==> config.mk <==
export PLATFORM = sky130hd
export DESIGN_NAME = ps2_rx_fifo
export DESIGN_NICKNAME = d
export VERILOG_FILES = /design/src/rtl/ps2_rx_fifo.sv
export SDC_FILE = /design/constraint.sdc
export NUM_CORES = 1
export LEC_CHECK = 0
export CAP_MARGIN = 5
export CORE_MARGIN = 2
export CORE_UTILIZATION = 40
export DETAILED_ROUTE_END_ITERATION = 10
export GPL_TIMING_DRIVEN = 1
export PLACE_DENSITY_LB_ADDON = 0.12
export SETUP_SLACK_MARGIN = 0.15
export SYNTH_ARGS = -nofsm -noshare
export SYNTH_HDL_FRONTEND = slang
export SYNTH_SLANG_ARGS = --single-unit
==> constraint.sdc <==
create_clock -name sys_clk -period 3.4 [get_ports sys_clk]
set_clock_uncertainty 0.05 [all_clocks]
set_input_delay 0.34 -clock sys_clk [delete_from_list [all_inputs] [get_ports sys_clk]]
set_output_delay 0.34 -clock sys_clk [all_outputs]
set_load 0.02 [all_outputs]
==> src/rtl/ps2_rx_fifo.sv <==
// PS/2 keyboard receiver: synchronises and glitch-filters the pins, checks start/parity/stop,
// aborts stalled frames, folds E0/F0 prefixes into key events and queues them in a FWFT FIFO.
module ps2_rx_fifo #(
    parameter int FILTER_LEN     = 8,
    parameter int TIMEOUT_CYCLES = 50000,
    parameter int FIFO_DEPTH     = 16,
    parameter bit PARITY_CHECK   = 1'b1
) (
    input  logic                          sys_clk,
    input  logic                          sys_rst,
    input  logic                          ps2_sclk,
    input  logic                          ps2_sda,
    input  logic                          rd_en,
    output logic [15:0]                   rec_data,
    output logic                          rec_valid,
    output logic [$clog2(FIFO_DEPTH):0]   fifo_count,
    output logic                          parity_err,
    output logic                          frame_err,
    output logic                          overflow
);

    localparam int PTR_W = $clog2(FIFO_DEPTH);
    localparam int TO_W  = (TIMEOUT_CYCLES > 1) ? $clog2(TIMEOUT_CYCLES) : 1;

    typedef enum logic [1:0] {IDLE, DATA, PARITY, STOP} state_t;

    // Handshake: rd_en is a pop request, honoured only while rec_valid=1; rec_data is the
    // current head and is replaced by the next entry on the clock edge that accepts the pop.

    logic            sclk_s1_q, sclk_s2_q, sda_s1_q, sda_s2_q;
    logic [7:0]      filt_cnt_q;
    logic            sclk_filt_q, sclk_prev_q;
    logic            fe;

    state_t          state_q;
    logic [2:0]      bit_cnt_q;
    logic [7:0]      shift_q;
    logic            par_q;
    logic [TO_W-1:0] to_cnt_q;
    logic            byte_done_q, parity_err_q, frame_err_q;

    logic            ext_q, brk_q;
    logic [9:0]      mem_q [FIFO_DEPTH];
    logic [PTR_W-1:0] wr_ptr_q, rd_ptr_q;
    logic [PTR_W:0]  count_q;
    logic            overflow_q;
    logic            push_req, do_push, do_pop, full;
    logic [9:0]      head;

    always_ff @(posedge sys_clk or posedge sys_rst) begin
        if (sys_rst) begin
            sclk_s1_q   <= 1'b1;
            sclk_s2_q   <= 1'b1;
            sda_s1_q    <= 1'b1;
            sda_s2_q    <= 1'b1;
            filt_cnt_q  <= '0;
            sclk_filt_q <= 1'b1;
            sclk_prev_q <= 1'b1;
        end else begin
            sclk_s1_q   <= ps2_sclk;
            sclk_s2_q   <= sclk_s1_q;
            sda_s1_q    <= ps2_sda;
            sda_s2_q    <= sda_s1_q;
            sclk_prev_q <= sclk_filt_q;
            // The filtered clock flips after FILTER_LEN consecutive samples disagreeing with it.
            if (sclk_s2_q == sclk_filt_q) begin
                filt_cnt_q <= '0;
            end else if (filt_cnt_q == 8'(FILTER_LEN - 1)) begin
                filt_cnt_q  <= '0;
                sclk_filt_q <= sclk_s2_q;
            end else begin
                filt_cnt_q <= filt_cnt_q + 1'b1;
            end
        end
    end

    assign fe = sclk_prev_q & ~sclk_filt_q;

    always_ff @(posedge sys_clk or posedge sys_rst) begin
        if (sys_rst) begin
            state_q      <= IDLE;
            bit_cnt_q    <= '0;
            shift_q      <= '0;
            par_q        <= 1'b0;
            to_cnt_q     <= '0;
            byte_done_q  <= 1'b0;
            parity_err_q <= 1'b0;
            frame_err_q  <= 1'b0;
        end else begin
            byte_done_q  <= 1'b0;
            parity_err_q <= 1'b0;
            frame_err_q  <= 1'b0;
            if (fe || state_q == IDLE) begin
                to_cnt_q <= '0;
            end else begin
                to_cnt_q <= to_cnt_q + 1'b1;
            end
            if (fe) begin
                case (state_q)
                    IDLE: begin
                        if (!sda_s2_q) begin
                            state_q   <= DATA;
                            bit_cnt_q <= '0;
                        end
                    end
                    DATA: begin
                        shift_q   <= {sda_s2_q, shift_q[7:1]};
                        bit_cnt_q <= bit_cnt_q + 1'b1;
                        if (bit_cnt_q == 3'd7) begin
                            state_q <= PARITY;
                        end
                    end
                    PARITY: begin
                        par_q   <= sda_s2_q;
                        state_q <= STOP;
                    end
                    default: begin
                        state_q <= IDLE;
                        // A bad stop bit outranks a bad parity bit.
                        if (!sda_s2_q) begin
                            frame_err_q <= 1'b1;
                        end else if (PARITY_CHECK && !(^shift_q ^ par_q)) begin
                            parity_err_q <= 1'b1;
                        end else begin
                            byte_done_q <= 1'b1;
                        end
                    end
                endcase
            end else if (state_q != IDLE && to_cnt_q == TO_W'(TIMEOUT_CYCLES - 1)) begin
                frame_err_q <= 1'b1;
                state_q     <= IDLE;
                bit_cnt_q   <= '0;
                shift_q     <= '0;
            end
        end
    end

    assign push_req = byte_done_q && (shift_q != 8'hE0) && (shift_q != 8'hF0);
    assign full     = (count_q == (PTR_W + 1)'(FIFO_DEPTH));
    assign do_pop   = rd_en && (count_q != '0);
    assign do_push  = push_req && (!full || do_pop);

    always_ff @(posedge sys_clk or posedge sys_rst) begin
        if (sys_rst) begin
            ext_q      <= 1'b0;
            brk_q      <= 1'b0;
            wr_ptr_q   <= '0;
            rd_ptr_q   <= '0;
            count_q    <= '0;
            overflow_q <= 1'b0;
        end else begin
            if (parity_err_q || frame_err_q) begin
                ext_q <= 1'b0;
                brk_q <= 1'b0;
            end else if (byte_done_q) begin
                if (shift_q == 8'hE0) begin
                    ext_q <= 1'b1;
                end else if (shift_q == 8'hF0) begin
                    brk_q <= 1'b1;
                end else begin
                    ext_q <= 1'b0;
                    brk_q <= 1'b0;
                end
            end
            if (push_req && !do_push) begin
                overflow_q <= 1'b1;
            end
            if (do_push) begin
                wr_ptr_q <= wr_ptr_q + 1'b1;
            end
            if (do_pop) begin
                rd_ptr_q <= rd_ptr_q + 1'b1;
            end
            if (do_push && !do_pop) begin
                count_q <= count_q + 1'b1;
            end else if (do_pop && !do_push) begin
                count_q <= count_q - 1'b1;
            end
        end
    end

    always_ff @(posedge sys_clk) begin
        if (do_push) begin
            mem_q[wr_ptr_q] <= {ext_q, brk_q, shift_q};
        end
    end

    // Storage is not reset, so the head is masked while the FIFO is empty.
    assign head       = (count_q != '0) ? mem_q[rd_ptr_q] : 10'd0;
    assign rec_data   = {3'b000, head[9], 3'b000, head[8], head[7:0]};
    assign rec_valid  = (count_q != '0);
    assign fifo_count = count_q;
    assign parity_err = parity_err_q;
    assign frame_err  = frame_err_q;
    assign overflow   = overflow_q;

endmodule

# == Yosys cells after proc, flatten, opt, wreduce, memory -nomap -nowiden ==
# Memories as Yosys holds them, arrays and structs flattened.
# Cells that the tools add are included.
# word_totals
mem_bits_rw,160
ff_bits,63
wordCells,119
n_memories,1
in_bits,5
# classes
reduce_logical,29
bitwise_logic,4
muxes,40
add_sub_neg,7
n_eq_ne,17
# memory_table
memory,words,width,rd,rd_ports_with_merged_regs,wr,line_no,source
mem_q,16,10,1,0,1,43,logic [9:0] mem_q [FIFO_DEPTH];
# op_table
operator,n
two-way mux 8 bit,5
two-way mux 1 bit,22
"adder 16 x 1 -> 16 bit, second input constant",1
"== test 16 bit, second input constant",1
"== test 8 bit, second input constant",2
two-way mux 16 bit,1
"inequality test 8 bit, second input constant",2
two-way mux 10 bit,1
two-way mux 5 bit,2
AND reduction 2 bit,5
two-way mux 3 bit,3
"inequality test 3 bit, second input constant",3
"adder 4 x 1 -> 4 bit, second input constant",2
"adder 8 x 1 -> 8 bit, second input constant",1
"== test 8 x 3 -> 1 bit, second input constant",1
logical AND 1 bit,8
two-way mux 2 bit,4
nonzero test 2 bit,4
parity 8 bit,1
case mux 2 bit (3 select lines),1
case mux 3 bit (2 select lines),1
AND reduction 3 bit,2
"adder 5 x 1 -> 5 bit, second input constant",1
"== test 5 bit, second input constant",1
17 further kinds,22

# == Longest topological paths before layout ==
# Gate-level depths: netlist of the first run.
# depth
word_depth,8
ltp_mapped,12

# == Worst setup path before layout of the first run ==
# No wires, ideal clock.
# synth_path
kind,register -> register
from,"reg count_q[0], in the netlist fifo_count[0]"
to,"reg count_q[4], in the netlist fifo_count[4]"
n_path_buf,1
stages_incl_launch_ff,11
setup_ns,0.126
required_ns,3.224
setup_slack_ns,0.124
t_arrival_ns,3.099
cell_sequence,dfrtp_1 > or4_4 > o311a_4 > buf_6 > ha_1 > inv_1 > ha_1 > a21o_1 > a2111oi_0 > a31oi_1 > a221o_1
# synth_between
elab_chain_cells,7
# synth_rtl
item,line_no,source
"start, declared",45,logic [PTR_W:0] count_q;
"start signal, assigned",175,count_q <= count_q + 1'b1;
"start signal, assigned",177,count_q <= count_q - 1'b1;
== test 5 bit or nonzero test 5 bit (tied branches),"139, 140",
zero test 1 bit or logical AND 1 bit (tied branches),"141, 140",
logical OR 1 bit (*),141,assign do_push = push_req && (!full || do_pop);
logical AND 1 bit (*),141,
net do_push,47,"logic push_req, do_push, do_pop, full;"
zero test 1 bit,176,end else if (do_pop && !do_push) begin
logical AND 1 bit,176,
nonzero test 2 bit (no line),-,
# The timed path passes the listed nets; every way through them passes the cells marked *. The select of a mux whose other input is x is not followed.
# A chain may end at the register's enable or synchronous reset.

# == Worst setup path in the final report of the first run ==
# layout_path
from,"reg count_q[0], in the netlist fifo_count[0]"
to,"reg count_q[4], in the netlist fifo_count[4]"
# layout_between
elab_chain_cells,7
# layout_rtl
item
branches (longest 7 deep; another with subtractor 5 x 1 -> 5 bit)
# Several ways; the timed one is not identified. The select of a mux whose other input is x is not followed.

==> metrics.txt, run 1 <==
# TYPE chip_impl_metric gauge
chip_impl_info{name="synth.area.top_cells",value="sky130_fd_sc_hd__edfxtp_1 (50%), sky130_fd_sc_hd__dfrtp_1 (15%), sky130_fd_sc_hd__mux4_2 (9.4%)"} 1
chip_impl_metric{name="syn2layout_area_growth",unit="%"} 16.4
chip_impl_metric{name="layout-drive-gt1-share",unit="%"} 19.5
chip_impl_info{name="crit_path_start_kind",value="flop"} 1
chip_impl_metric{name="hold_viol_final",unit=""} 0
chip_impl_metric{name="post-route-period-util",unit="%"} 93.8
chip_impl_metric{name="placementRows",unit=""} 56
chip_impl_metric{name="ff2ff_path_depth",unit=""} 11
chip_impl_metric{name="synth_sequential_area_ratio",unit="%"} 67.0
chip_impl_metric{name="firstDrtPassIters",unit=""} 4
chip_impl_info{name="crit_type",value="reg2reg"} 1
chip_impl_metric{name="worst-endpoint-required",unit="ns"} 3.74
chip_impl_metric{name="postSynth.asyncResetShare",unit="%"} 28.3
chip_impl_metric{name="postSynthCellCount",unit=""} 592
chip_impl_metric{name="slew_headroom",unit="%"} 36.0
chip_impl_info{name="yosys.area.top_type",value="sky130_fd_sc_hd__edfxtp_1"} 1
chip_impl_metric{name="antenna_violating_nets_post_route",unit=""} 0
chip_impl_metric{name="clock_tree.htree_level_count",unit=""} 1
chip_impl_metric{name="finalSetupViolations",unit=""} 0
chip_impl_metric{name="synth.avg_cell_area",unit="um^2"} 16.1
chip_impl_metric{name="timing.max_cap.violations",unit=""} 0
chip_impl_metric{name="final_setup_tns",unit="ns"} 0
chip_impl_metric{name="drt-vias-per-instance",unit=""} 5.36
chip_impl_info{name="rsz0062_at_grt",value="yes"} 1
chip_impl_metric{name="grt_first_pass_wirelength",unit="um"} 30700
chip_impl_metric{name="globalRouteMet2Util",unit="%"} 27.1
chip_impl_metric{name="layout.core_utilization",unit="%"} 47.4
chip_impl_metric{name="height_of_the_die",unit="um"} 158
chip_impl_metric{name="drt_drc_violations_left",unit=""} 0
chip_impl_metric{name="globalRouteOverflowTotal",unit=""} 0
chip_impl_metric{name="drt_first_iter_violations",unit=""} 370
chip_impl_metric{name="global_route.usage.met1",unit="%"} 21.7
chip_impl_metric{name="boundaryPins",unit=""} 30
chip_impl_metric{name="grtUsageMet3",unit="%"} 3.57
chip_impl_info{name="synth_ff_type",value="sky130_fd_sc_hd__edfxtp_1"} 1
chip_impl_metric{name="vdd_ir_drop_max",unit="uV"} 400
chip_impl_metric{name="worst_setup_hold_path_clk_slew",unit="ns"} 0.06
chip_impl_metric{name="power_density",unit="nW/um^2"} 735
chip_impl_metric{name="route.vias.total",unit=""} 5252
chip_impl_metric{name="routedWlPerCell",unit="um"} 20.2
chip_impl_metric{name="timing_max_transition_violations_final",unit=""} 0
chip_impl_metric{name="synth-edff-count",unit=""} 160
chip_impl_metric{name="finalCriticalPeriod",unit="ns"} 3.19
chip_impl_info{name="status",value="finished, final reports clean"} 1
chip_impl_metric{name="initial_core_util",unit="%"} 40.7
chip_impl_metric{name="globalRouteTotalUtil",unit="%"} 16.3
chip_impl_metric{name="cts_hold_buf",unit=""} 0
chip_impl_metric{name="timing_worst_slew_pin_value",unit="ns"} 0.960
chip_impl_metric{name="detailed_place_hpwl",unit="um"} 12300
chip_impl_metric{name="core_area",unit="um^2"} 23400
chip_impl_metric{name="finalWirelength",unit="um"} 19800
chip_impl_metric{name="fmax",unit="MHz"} 314
chip_impl_metric{name="floorplan.die_area",unit="um^2"} 25100
chip_impl_metric{name="post-synth-top-area-fraction",unit="%"} 50.4
chip_impl_metric{name="synth_seq_cells",unit=""} 223
chip_impl_metric{name="clk_latency",unit="ns"} 0.52
chip_impl_metric{name="critical_path.max_fanout",unit=""} 6
chip_impl_metric{name="mappedNetlistArea",unit="um^2"} 9530
chip_impl_metric{name="number_of_antenna_violations_at_the_first_check_in_global_routing",unit=""} 0
chip_impl_info{name="cts_tree",value="built"} 1
chip_impl_metric{name="layout.cells.non_filler",unit=""} 980
chip_impl_metric{name="p_leak",unit="uW"} 0.00393
chip_impl_metric{name="place_congestion",unit=""} 0.813
chip_impl_info{name="worstHoldPathType",value="in2async"} 1
chip_impl_metric{name="clock_sink_count",unit=""} 223
chip_impl_metric{name="grt_pass1_vias",unit=""} 5369
chip_impl_info{name="post_synth_most_frequent_cells",value="sky130_fd_sc_hd__edfxtp_1 (160), sky130_fd_sc_hd__dfrtp_1 (57), sky130_fd_sc_hd__mux4_2 (40), sky130_fd_sc_hd__nand2_1 (33), sky130_fd_sc_hd__nor2_1 (25)"} 1
chip_impl_info{name="critPathCaptureType",value="flop"} 1
chip_impl_metric{name="x_dimension_of_the_die",unit="um"} 158
chip_impl_info{name="synth.most_common_cell",value="sky130_fd_sc_hd__edfxtp_1"} 1
chip_impl_metric{name="critical_path_arrival",unit="ns"} 3.53
chip_impl_metric{name="yosys.cell_types.count",unit=""} 58
chip_impl_info{name="global_route.peak_usage_layer",value="met2"} 1
chip_impl_metric{name="numPortBuffers",unit=""} 23
chip_impl_info{name="clockRootBuffer",value="sky130_fd_sc_hd__clkbuf_16"} 1
chip_impl_metric{name="antennaDiodeCount",unit=""} 0
chip_impl_metric{name="synth.yosys.warnings",unit=""} 0
chip_impl_metric{name="cts-buffers-inserted",unit=""} 25
chip_impl_metric{name="grt_max_degree",unit=""} 41
chip_impl_metric{name="finalNetCount",unit=""} 671
chip_impl_metric{name="numPlacedInstances",unit=""} 928
chip_impl_metric{name="clockBufferDepth",unit=""} 3
## per-stage QoR
stage	hold slack [ns]	instance area [um^2]	total power [uW]	worst slack, ns
after floorplan	0.294	9550	4770	0.159
after global placement	0.297	10200	5570	0.268
after detailed placement	0.300	10200	5600	0.156
after CTS	0.145	11100	8230	0.125
after global routing	0.169	11100	8570	0.0860
final	0.135	11100	8160	0.212
## flip-flops by register name (all words and copies together) (netlist names)
register and cells:
state_q 2, filt_cnt_q 8, sclk_prev_q 1, rd_ptr_q 4, overflow 1, sclk_s2_q 1
bit_cnt_q 3, sclk_filt_q 1, brk_q 1, sda_s1_q 1, parity_err 1, wr_ptr_q 4
to_cnt_q 16, sda_s2_q 1, byte_done_q 1, frame_err 1, fifo_count 5, sclk_s1_q 1
shift_q 8, mem_q 160, par_q 1, ext_q 1
## final timing paths
| check | slack (ns) | start | end |
|---|---|---|---|
| max | 0.21 | fifo_count[0]$_DFFE_PP0P_ | fifo_count[4]$_DFFE_PP0P_ |
| min | 0.13 | sys_rst | filt_cnt_q[2]$_DFF_PP0_ |
| max reg2reg | 0.21 | fifo_count[0]$_DFFE_PP0P_ | fifo_count[4]$_DFFE_PP0P_ |
| min reg2reg | 0.31 | sda_s1_q$_DFF_PP1_ | sda_s2_q$_DFF_PP1_ |
| max in group asynchronous | 2.25 | sys_rst | sclk_filt_q$_DFFE_PP1P_ |
| min in group sys_clk | 0.19 | ps2_sda | sda_s1_q$_DFF_PP1_ |
## cell families after synthesis
family | share of synthesized area [%]
adder cells (fa/ha/maj) | 3.10
buffers and inverters | 2.62
AO/OA/AOI/OAI | 4.48
flip-flops | 67.0
multiplexers | 11.1
other | 0.0393
AND/OR/NAND/NOR | 8.73
XOR/XNOR | 2.94
## area by class of cell
| type | count | area, um^2 |
|---|---|---|
| fillers | 2032 | 12300 |
| flip-flops and latches | 223 | 6400 |
| multi-input cells | 325 | 2940 |
| clock buffers | 29 | 641 |
| repair buffers | 53 | 534 |
| well taps | 319 | 399 |
| clock inverters | 16 | 125 |
| inverters | 15 | 56.3 |
## layout by cell type, fill, tap and decap left out, types with 4 or more instances in the layout
cell type                         Yosys  routed
sky130_fd_sc_hd__dlymetal6s2s_1       0       7
sky130_fd_sc_hd__conb_1               1       6
sky130_fd_sc_hd__a211oi_1            20      17
sky130_fd_sc_hd__o21ai_0             10      10
sky130_fd_sc_hd__a21oi_1              8       8
sky130_fd_sc_hd__clkinv_1             0       9
sky130_fd_sc_hd__dfrtp_1             57      54
sky130_fd_sc_hd__xnor2_1             16      16
sky130_fd_sc_hd__nor2_1              25      24
sky130_fd_sc_hd__and3_1              10      10
sky130_fd_sc_hd__dfstp_2              6       6
sky130_fd_sc_hd__xor2_1              16      16
sky130_fd_sc_hd__edfxtp_1           160     160
sky130_fd_sc_hd__mux2i_1             10      10
sky130_fd_sc_hd__nand2_1             33      33
sky130_fd_sc_hd__nor3_1               6       6
sky130_fd_sc_hd__mux2_2               5       5
sky130_fd_sc_hd__and4_1               8       8
sky130_fd_sc_hd__clkbuf_1            11       4
sky130_fd_sc_hd__nand3_1             13      13
sky130_fd_sc_hd__inv_1               15      14
sky130_fd_sc_hd__and2_1              10      10
sky130_fd_sc_hd__buf_12               0       5
sky130_fd_sc_hd__clkbuf_16            0      25
sky130_fd_sc_hd__o22ai_1              7       7
sky130_fd_sc_hd__ha_1                22      21
sky130_fd_sc_hd__nor2b_1             13      13
sky130_fd_sc_hd__mux4_2              40      40
sky130_fd_sc_hd__nand4_1              6       6
sky130_fd_sc_hd__buf_4                9      25
sky130_fd_sc_hd__clkdlybuf4s50_1      0      15
## critical path, cell delays in order (launching register included)
cell and delay [ns]:
sky130_fd_sc_hd__dfrtp_2 0.39, sky130_fd_sc_hd__or4_4 0.56, sky130_fd_sc_hd__nor2_2 0.13, sky130_fd_sc_hd__inv_1 0.07, sky130_fd_sc_hd__nand2_1 0.14, sky130_fd_sc_hd__ha_2 0.23, sky130_fd_sc_hd__inv_1 0.12, sky130_fd_sc_hd__fa_2 0.37
sky130_fd_sc_hd__a21o_1 0.21, sky130_fd_sc_hd__a2111oi_2 0.41, sky130_fd_sc_hd__a31oi_1 0.07, sky130_fd_sc_hd__a221o_1 0.32
## power breakdown
part           switching [uW]  total [uW]  internal (uW)
sequential                182        3240           3060
combinational            1260        2390           1130
clock                    1040        2530           1490
total                    2470        8160           5690
## timing repair
action / CTS / global route
gates cloned: 0 / 0
resized for setup: 4 / 14
setup endpoints to repair: 11 / 8
setup buffers: 7 / 0
## per-layer routing
layer  wire length [um]  share of wire, %
met5                  0                 0
met1               8700                44
met2               9710                49
met4                396               2.0
met3                978               4.9
(Power assumes the default switching activity.)
==> inputs of run 2 (changes only) <==
--- a/config.mk
+++ b/config.mk
@@ -8,10 +8,12 @@
 export CAP_MARGIN = 5
 export CORE_MARGIN = 2
 export CORE_UTILIZATION = 40
+export CTS_BUF_LIST = sky130_fd_sc_hd__clkbuf_4
 export DETAILED_ROUTE_END_ITERATION = 10
 export GPL_TIMING_DRIVEN = 1
 export PLACE_DENSITY_LB_ADDON = 0.12
 export SETUP_SLACK_MARGIN = 0.15
+export SKIP_CTS_REPAIR_TIMING = 1
 export SYNTH_ARGS = -nofsm -noshare
 export SYNTH_HDL_FRONTEND = slang
 export SYNTH_SLANG_ARGS = --single-unit
==> run 2 against run 1 <==
Against the previous run:
- register-to-register slack gained 0.08 ns
- clock power down 11%
- sequential power hardly changed
- utilization grew 0.11 points
- worst hold slack improved by 0.17 ns
- global-route usage grew 0.22 points
- cell area rose by 0.24%
- non-clock buffer count rose by 8
- largest power group unchanged
==> metrics.txt, run 2 (synthesis results as in run 1) <==
# TYPE chip_impl_metric gauge
chip_impl_info{name="cts_tree",value="built"} 1
chip_impl_metric{name="finalSetupViolations",unit=""} 0
chip_impl_info{name="critPathCaptureType",value="primary output"} 1
chip_impl_metric{name="finalCriticalPeriod",unit="ns"} 3.13
chip_impl_metric{name="path_buf_inv",unit=""} 2
chip_impl_metric{name="p_leak",unit="uW"} 0.00401
chip_impl_metric{name="met1Wirelength",unit="um"} 8850
chip_impl_info{name="mostFrequentLayoutCell",value="sky130_fd_sc_hd__edfxtp_1"} 1
chip_impl_metric{name="number_of_antenna_violations_at_the_first_check_in_global_routing",unit=""} 1
chip_impl_metric{name="layout-drive-gt1-share",unit="%"} 26.8
chip_impl_metric{name="path_depth",unit=""} 6
chip_impl_metric{name="layout.core_utilization",unit="%"} 47.5
chip_impl_metric{name="critical_path.max_fanout",unit=""} 6
chip_impl_metric{name="vdd_ir_drop_max",unit="uV"} 334
chip_impl_metric{name="numPortBuffers",unit=""} 23
chip_impl_metric{name="placed_cell_areas",unit="um^2"} 10200
chip_impl_info{name="crit_path_cell_trace",value="buf_4 > mux4_2 > nor2b_1 > a211oi_1 > a211oi_1 > dlymetal6s2s_1"} 1
chip_impl_info{name="crit_type",value="reg2out"} 1
chip_impl_metric{name="route.met2.wl",unit="um"} 9740
chip_impl_metric{name="design_area",unit="um^2"} 11100
chip_impl_metric{name="clock_tree.htree_level_count",unit=""} 2
chip_impl_metric{name="preCtsSetupSlack",unit="ns"} 0.156
chip_impl_metric{name="timing_max_transition_violations_final",unit=""} 0
chip_impl_info{name="worstHoldPathType",value="reg2reg"} 1
chip_impl_metric{name="largest_register_ffs",unit=""} 160
chip_impl_metric{name="fillers",unit=""} 2052
chip_impl_metric{name="firstDrtPassIters",unit=""} 4
chip_impl_info{name="reg.largest.list",value="mem_q x160, to_cnt_q x16"} 1
chip_impl_metric{name="power_density",unit="nW/um^2"} 710
chip_impl_metric{name="detailed_place_hpwl",unit="um"} 12300
chip_impl_metric{name="clockBufferDepth",unit=""} 3
chip_impl_info{name="worst_path_most_repeated_cell",value="sky130_fd_sc_hd__a211oi_1"} 1
chip_impl_metric{name="syn2layout_area_growth",unit="%"} 16.7
chip_impl_metric{name="globalRouteTotalUtil",unit="%"} 16.5
chip_impl_metric{name="post-route-period-util",unit="%"} 92.2
chip_impl_metric{name="worst-endpoint-required",unit="ns"} 3.01
chip_impl_metric{name="slew_headroom",unit="%"} 36.6
chip_impl_metric{name="ff2ff_path_depth",unit=""} 9
chip_impl_info{name="rsz0062_at_grt",value="yes"} 1
chip_impl_metric{name="height_of_the_die",unit="um"} 158
chip_impl_metric{name="critical_path_arrival",unit="ns"} 2.74
chip_impl_metric{name="clock_sink_count",unit=""} 223
chip_impl_metric{name="met3WireLength",unit="um"} 1130
chip_impl_metric{name="grt_first_pass_wirelength",unit="um"} 31100
chip_impl_info{name="crit_path_top_delay_cell",value="sky130_fd_sc_hd__dfrtp_4"} 1
chip_impl_metric{name="clk_latency",unit="ns"} 0.68
chip_impl_metric{name="cts-buffers-inserted",unit=""} 58
chip_impl_info{name="topRoutingLayerUsed",value="met4"} 1
chip_impl_metric{name="grt_pass1_vias",unit=""} 5623
chip_impl_metric{name="routedWlPerCell",unit="um"} 19.2
chip_impl_metric{name="antenna_violating_nets_post_route",unit=""} 0
chip_impl_metric{name="fmax",unit="MHz"} 319
chip_impl_metric{name="finalNetCount",unit=""} 712
chip_impl_metric{name="drt_first_iter_violations",unit=""} 355
chip_impl_metric{name="boundaryPins",unit=""} 30
chip_impl_metric{name="final_critical_path_setup_slack",unit="ns"} 0.266
chip_impl_info{name="largest-register",value="mem_q"} 1
chip_impl_metric{name="min_delay_path_depth",unit=""} 0
chip_impl_info{name="status",value="finished, final reports clean"} 1
chip_impl_metric{name="finalWirelength",unit="um"} 20100
chip_impl_metric{name="drt-vias-per-instance",unit=""} 5.21
chip_impl_metric{name="floorplan.die_area",unit="um^2"} 25100
chip_impl_metric{name="x_dimension_of_the_die",unit="um"} 158
chip_impl_info{name="cpLargestDelayFamily",value="flip-flops"} 1
chip_impl_metric{name="place_congestion",unit=""} 0.813
chip_impl_metric{name="globalRouteOverflowTotal",unit=""} 0
chip_impl_metric{name="route.vias.total",unit=""} 5458
chip_impl_metric{name="crit_path_max_incr_delay",unit="ns"} 0.51
chip_impl_metric{name="hold_viol_final",unit=""} 0
chip_impl_info{name="mostFrequentLayoutCells",value="sky130_fd_sc_hd__edfxtp_1 (160), sky130_fd_sc_hd__clkbuf_4 (79), sky130_fd_sc_hd__dfrtp_1 (54)"} 1
chip_impl_info{name="clockRootBuffer",value="sky130_fd_sc_hd__clkbuf_4"} 1
chip_impl_metric{name="drt_drc_violations_left",unit=""} 0
chip_impl_metric{name="timing.max_cap.violations",unit=""} 0
chip_impl_metric{name="worst_setup_hold_path_clk_slew",unit="ns"} 0.07
chip_impl_metric{name="placementRows",unit=""} 56
chip_impl_metric{name="core_area",unit="um^2"} 23400
chip_impl_metric{name="grt_max_degree",unit=""} 41
chip_impl_metric{name="initial_core_util",unit="%"} 40.7
chip_impl_metric{name="timing_worst_slew_pin_value",unit="ns"} 0.951
chip_impl_info{name="crit_path_start_kind",value="flop"} 1
-- run 2: per-stage QoR --
stage	cells	TNS, ns	total power, uW	hold slack, ns
finish	1047	0	7900	0.308
global route	1047	0	8380	0.297
CTS	1031	-2.93	7880	-0.0746
detailed placement	928	0	5600	0.300
global placement	928	0	5570	0.297
floorplan	597	0	4770	0.294
-- run 2: where the power goes --
part	leakage, uW	switching, uW	internal [uW]
logic	0.00137	1260	1140
clock network	0.000423	1080	1150
registers	0.00221	196	3060
total	0.00401	2540	5360
-- run 2: path summary, 6_finish.rpt --
path | start | to | slack [ns]
max in group asynchronous | sys_rst | to_cnt_q[15]$_DFF_PP0_ | 1.85
min in group asynchronous | sys_rst | wr_ptr_q[0]$_DFFE_PP0P_ | 0.52
worst min-delay path | sda_s1_q$_DFF_PP1_ | sda_s2_q$_DFF_PP1_ | 0.31
worst max-delay path | rd_ptr_q[1]$_DFFE_PP0P_ | rec_data[4] | 0.27
worst max register to register | fifo_count[0]$_DFFE_PP0P_ | fifo_count[4]$_DFFE_PP0P_ | 0.29
worst min register to register | sda_s1_q$_DFF_PP1_ | sda_s2_q$_DFF_PP1_ | 0.31
-- run 2: metal layers --
layer  GRT usage, %  up-vias
li1               -     2493
met1           21.5     2796
met2           27.0      136
met3           4.60       33
met4           5.23        0
met5              0        -
-- run 2: cell type report --
type	instances	area, um^2	area share [%]
Multi-Input combinational cell	325	2960	26.6
Antenna cell	1	2.50	0.0225
Inverter	15	56.3	0.506
Clock inverter	24	130	1.17
Timing Repair Buffer	61	583	5.24
Clock buffer	79	593	5.33
Sequential cell	223	6400	57.5
Tap cell	319	399	3.59
